[src/rtl/hpdmc_rdcapture.sv]
// hpdmc_rdcapture: aligns IDDR2 read beats to READ commands and
// assembles burst words into a small FIFO for the bus interface.
module hpdmc_rdcapture #(
    parameter int DQ_WIDTH    = 16,
    parameter int BURST_BEATS = 4,
    parameter int MAX_LAT     = 7,
    parameter int FIFO_DEPTH  = 8
) (
    input  logic                  sys_clk,
    input  logic                  sys_rst_n,
    input  logic                  rd_issue,
    input  logic [2:0]            rd_latency,
    input  logic [DQ_WIDTH-1:0]   iddr_q0,
    input  logic [DQ_WIDTH-1:0]   iddr_q1,
    input  logic                  rd_ready,
    input  logic                  err_clr,
    output logic [2*DQ_WIDTH-1:0] rd_data,
    output logic                  rd_valid,
    output logic                  rd_last,
    output logic                  rd_pending,
    output logic                  err_overflow,
    output logic                  err_overlap
);

    localparam int LW = $clog2(MAX_LAT + 1);
    localparam int BW = (BURST_BEATS > 1) ? $clog2(BURST_BEATS) : 1;
    localparam int AW = (FIFO_DEPTH > 1) ? $clog2(FIFO_DEPTH) : 1;
    localparam int CW = $clog2(FIFO_DEPTH + 1);
    localparam int EW = 2 * DQ_WIDTH + 1;

    localparam logic S_IDLE = 1'b0;
    localparam logic S_CAPT = 1'b1;

    logic [MAX_LAT-1:0] r_issue_sr;
    logic [LW-1:0]      r_lat_q;
    logic               r_state;
    logic [BW-1:0]      r_beat;
    logic [AW-1:0]      r_wptr;
    logic [AW-1:0]      r_rptr;
    logic [CW-1:0]      r_count;
    logic               r_err_ovf;
    logic               r_err_ovl;
    logic [EW-1:0]      r_mem [FIFO_DEPTH];

    logic [LW-1:0]      w_lat_in;
    logic               w_lat_load;
    logic               w_start;
    logic               w_state_nxt;
    logic [BW-1:0]      w_beat_nxt;
    logic               w_push_req;
    logic               w_push_last;
    logic               w_overlap;
    logic               w_full;
    logic               w_valid;
    logic               w_pop;
    logic               w_push;
    logic               w_ovf;
    logic [EW-1:0]      w_word;
    logic [EW-1:0]      w_rd_ent;

    // Out-of-range latencies are clamped rather than rejected.
    always_comb begin
        w_lat_in = LW'(rd_latency);
        if (rd_latency == 3'd0)
            w_lat_in = LW'(1);
        else if (int'(rd_latency) > MAX_LAT)
            w_lat_in = LW'(MAX_LAT);
    end

    assign w_lat_load = (r_issue_sr == '0) && (r_state == S_IDLE)
                        && !rd_issue;

    always_comb begin
        w_start = 1'b0;
        for (int i = 0; i < MAX_LAT; i++) begin
            if (r_lat_q == LW'(i + 1))
                w_start = r_issue_sr[i];
        end
    end

    always_comb begin
        w_state_nxt = r_state;
        w_beat_nxt  = r_beat;
        w_push_req  = 1'b0;
        w_push_last = 1'b0;
        w_overlap   = 1'b0;
        unique case (r_state)
            S_IDLE: begin
                if (w_start) begin
                    w_push_req  = 1'b1;
                    w_push_last = (BURST_BEATS == 1);
                    w_beat_nxt  = BW'(1);
                    if (BURST_BEATS > 1)
                        w_state_nxt = S_CAPT;
                end
            end
            S_CAPT: begin
                // A start here collides with the burst in progress.
                w_push_req = 1'b1;
                w_overlap  = w_start;
                w_beat_nxt = r_beat + BW'(1);
                if (r_beat == BW'(BURST_BEATS - 1)) begin
                    w_push_last = 1'b1;
                    w_beat_nxt  = '0;
                    w_state_nxt = S_IDLE;
                end
            end
        endcase
    end

    assign w_full  = (r_count == CW'(FIFO_DEPTH));
    assign w_valid = (r_count != '0);
    assign w_pop   = w_valid && rd_ready;
    assign w_push  = w_push_req && (!w_full || w_pop);
    assign w_ovf   = w_push_req && w_full && !w_pop;
    assign w_word  = {w_push_last, iddr_q0, iddr_q1};

    always_ff @(posedge sys_clk or negedge sys_rst_n) begin
        if (!sys_rst_n) begin
            r_issue_sr <= '0;
            r_lat_q    <= LW'(1);
            r_state    <= S_IDLE;
            r_beat     <= '0;
        end else begin
            r_issue_sr <= {r_issue_sr[MAX_LAT-2:0], rd_issue};
            if (w_lat_load)
                r_lat_q <= w_lat_in;
            r_state <= w_state_nxt;
            r_beat  <= w_beat_nxt;
        end
    end

    always_ff @(posedge sys_clk or negedge sys_rst_n) begin
        if (!sys_rst_n) begin
            r_wptr  <= '0;
            r_rptr  <= '0;
            r_count <= '0;
        end else begin
            if (w_push)
                r_wptr <= r_wptr + AW'(1);
            if (w_pop)
                r_rptr <= r_rptr + AW'(1);
            if (w_push && !w_pop)
                r_count <= r_count + CW'(1);
            else if (w_pop && !w_push)
                r_count <= r_count - CW'(1);
        end
    end

    always_ff @(posedge sys_clk) begin
        if (w_push)
            r_mem[r_wptr] <= w_word;
    end

    // Setting an error takes priority over clearing it.
    always_ff @(posedge sys_clk or negedge sys_rst_n) begin
        if (!sys_rst_n) begin
            r_err_ovf <= 1'b0;
            r_err_ovl <= 1'b0;
        end else begin
            if (w_ovf)
                r_err_ovf <= 1'b1;
            else if (err_clr)
                r_err_ovf <= 1'b0;
            if (w_overlap)
                r_err_ovl <= 1'b1;
            else if (err_clr)
                r_err_ovl <= 1'b0;
        end
    end

    assign w_rd_ent     = r_mem[r_rptr];
    assign rd_valid     = w_valid;
    assign rd_data      = w_valid ? w_rd_ent[2*DQ_WIDTH-1:0] : '0;
    assign rd_last      = w_valid & w_rd_ent[EW-1];
    assign rd_pending   = (|r_issue_sr) | (r_state == S_CAPT) | w_valid;
    assign err_overflow = r_err_ovf;
    assign err_overlap  = r_err_ovl;

endmodule
[config.mk]
export PLATFORM = sky130hd
export DESIGN_NAME = hpdmc_rdcapture
export DESIGN_NICKNAME = d
export VERILOG_FILES = /design/src/rtl/hpdmc_rdcapture.sv
export SDC_FILE = /design/constraint.sdc
export NUM_CORES = 1
export LEC_CHECK = 0
export CORE_UTILIZATION = 63
export DETAILED_ROUTE_END_ITERATION = 10
export HOLD_SLACK_MARGIN = 0.12
export PLACE_DENSITY = 0.84
export SLEW_MARGIN = 25
export SYNTH_ARGS = -nofsm -noshare
export SYNTH_HDL_FRONTEND = slang
export SYNTH_SLANG_ARGS = --single-unit
export TNS_END_PERCENT = 20
[constraint.sdc]
create_clock -name sys_clk -period 15.65 [get_ports sys_clk]
set_clock_uncertainty 0.2 [all_clocks]
set_input_delay 3.13 -clock sys_clk [delete_from_list [all_inputs] [get_ports sys_clk]]
set_output_delay 3.13 -clock sys_clk [all_outputs]
set_load 0.005 [all_outputs]
==> flow_metrics.py <==
metrics = {
    "place": {
        "gp_congestion": 0.710,
        "dp.cells": 817,
        "dp_slack_ps": 9340,
        "port_buffers": 76,
        "dp_hpwl_mm": 12.6,
    },
    "cts": {
        "cts_tree": "yes",
        "cts_buffer_depth": 3,
        "root_buffer": "clkbuf_16",
        "hold_buffers": 0,
        "htree_levels": 1,
        "ctsResizeCount": 0,
        "cts_setup_buffers": 0,
        "cts_made_buffers": 28,
        "clkSlewWorstSetupHoldPaths_ps": 60,
        "cts.sinks": 289,
        "worstSkewPairLatency_ps": 530,
    },
    "power_and_ir_drop": {
        "p_leak_nw": 4.41,
        "p_per_area_mw_per_mm2": 205,
        "finalPower_mw": 2.70,
        "ir_drop_uv": 151,
    },
    "sta": {
        "fin_crit_sh": 0.435,
        "drv_slew": 0,
        "fmax_mhz": 147,
        "setup_slack_ps": 8850,
        "finalHoldViolCount": 0,
        "setup-violations-final": 0,
        "grt_setup_unrepaired": "no",
        "tns_ps": 0,
        "maxSlewHeadroom": 0.321,
        "finalCriticalPeriod_ps": 6800,
        "worstMarginPinSlew_ps": 1010,
    },
    "cells_and_area": {
        "num_antenna_cells": 0,
        "stdcell_count": 866,
        "syn2layout_area_growth_pct": 17.4,
        "nets": 669,
        "drive_above_1_share": 0.225,
    },
    "synth": {
        "synthesis.nets": 572,
        "synthFlopType": "edfxtp_1",
        "ys_ff_latch": 289,
        "yosysMostFrequentCell": "edfxtp_1",
        "ys_types": 36,
        "synth_top_cell_area_share": 0.708,
        "synth_edf_count": 264,
        "yosys.area.top_type": "edfxtp_1",
        "synthesis.area_mm2": 0.0112,
        "async_flop_share": 0.0865,
        "syn_inst": 525,
        "synth.area.top_cells": "edfxtp_1 (71%), mux4_2 (13%), dfrtp_1 (5.4%), mux2i_1 (3.0%), nor2_1 (1.3%)",
        "synth_area_per_cell_um2": 21.3,
        "ys_seq_area_frac": 0.764,
        "ys.warnings.count": 0,
        "synth_commonest_cells": "edfxtp_1 (264), mux4_2 (67), nor2_1 (38), mux2i_1 (34), dfrtp_1 (24)",
    },
    "floorplan": {
        "core_mm2": 0.0173,
        "rows": 48,
        "die_h_um": 135,
        "ioPinCount": 77,
        "die_area_mm2": 0.0183,
        "die_width_um": 135,
        "start_util": 0.647,
    },
    "worst_hold_path": {
        "hold_path.class": "flip-flop to flip-flop",
        "min_from": "r_issue_sr[0]",
        "hold_end": "r_issue_sr[1]",
        "whs_path_depth": 0,
    },
    "global_routing": {
        "grt_max_degree": 69,
        "grt_overflow": 0,
        "track_usage": 0.259,
        "antenna_found_initial": 1,
        "grt_pass1_wl_mm": 34.0,
        "grt_pass1_vias": 5897,
    },
    "setup_path": {
        "cp_max_fo": 38,
        "critPathKind": "flip-flop to output port",
        "cp.required_ps": 12320,
        "reg2reg_depth": 11,
        "r2r-start": "r_lat_q[2]",
        "reg2reg_slack_ps": 11850,
        "reg2reg_to": "r_count[3]",
        "arrival_ps": 3470,
        "endpoint_kind": "output port",
        "start_kind": "flip-flop",
    },
    "route": {
        "wirelength_mm": 22.6,
        "viasPerCell": 6.34,
        "wire_per_inst_um": 26.1,
        "drc": 0,
        "ant_nets": 0,
        "drt_iter0_drc": 399,
        "vias": 5493,
        "dr.pass1.iters": 4,
    },
    "run": {
        "maxCapViolations": 0,
    },
    "run_status": {
        "status": "completed",
    },
}
[worst max-delay path by stage]
stage,from,to
after global placement,r_rptr[0],rd_last
after global routing,r_rptr[0],rd_last
after detailed placement,r_rptr[0],rd_last
final,r_rptr[0],rd_data[17]
after floorplan,rd_ready,r_mem[2][0]
after CTS,r_rptr[0],rd_last
[logic make-up after synthesis]
kind of cell             after synthesis  share of synthesized area
flip-flops                           289                      0.764
multiplexers                         110                      0.174
AND/OR/NAND/NOR                       64                     0.0260
buffers and inverters                 35                     0.0135
AO/OA/AOI/OAI                         13                    0.00827
XOR/XNOR                               7                    0.00548
adder cells (fa/ha/maj)                7                    0.00849
[critical path, cell delays in order (launching register included)]
cell and delay [ps]:
dfrtp_4 820, buf_4 710, mux4_2 600, mux2i_1 220, nor2_1 70, clkdlybuf4s50_1 480
[sequential cells by signal, summed over array words and instances (netlist names)]
name          cells
r_issue_sr        7
r_lat_q           3
r_state           1
err_overlap       1
r_rptr            3
r_count           4
err_overflow      1
r_mem           264
r_beat            2
r_wptr            3
[final cells by class]
class / count / area, um^2
flip-flops and latches: 289 / 8560
well taps: 225 / 282
fillers: 908 / 4150
inverters: 9 / 33.8
repair buffers: 93 / 883
multi-input cells: 201 / 2550
clock inverters: 9 / 68.8
clock buffers: 40 / 767
[layout by cell type, fill, tap and decap left out, types with 2 or more instances in the layout]
master	netlist	layout
nor3_2	0	2
o22ai_1	3	3
clkdlybuf4s50_1	0	75
nor4_1	6	2
clkbuf_1	9	11
xnor2_1	7	7
nor4_2	1	4
mux2i_1	34	34
clkbuf_16	0	29
edfxtp_1	264	264
ha_1	6	6
clkinvlp_4	0	2
nand2_1	7	7
nor2_1	38	38
mux4_2	67	67
dfrtp_1	24	21
nand2b_1	2	2
nand3_1	2	2
mux2_2	9	9
dfrtp_2	0	2
o21ai_0	2	2
inv_1	9	9
clkinv_1	0	5
buf_4	1	17
[metal layers]
layer / share of wire / wire (um) / GRT usage / up-vias
met5: 0.00058 / 13 / 0 / -
met4: 0.022 / 495 / 0.0855 / 2
li1: - / - / - / 2329
met1: 0.36 / 8130 / 0.331 / 2857
met3: 0.072 / 1630 / 0.0486 / 48
met2: 0.54 / 12300 / 0.449 / 257
[per-stage QoR]
step	area, um^2	hold slack [ps]	util
floorplan	11200	168	-
global placement	12300	184	0.712
detailed placement	12300	193	0.712
CTS	13100	206	0.760
global route	13100	219	0.760
finish	13100	207	0.760
[power breakdown]
part | switching (mW) | internal (mW) | total (mW)
clock network | 0.263 | 0.354 | 0.617
registers | 0.106 | 1.06 | 1.17
logic | 0.441 | 0.473 | 0.915
total | 0.810 | 1.89 | 2.70
Power figures use the tool's default switching activity.
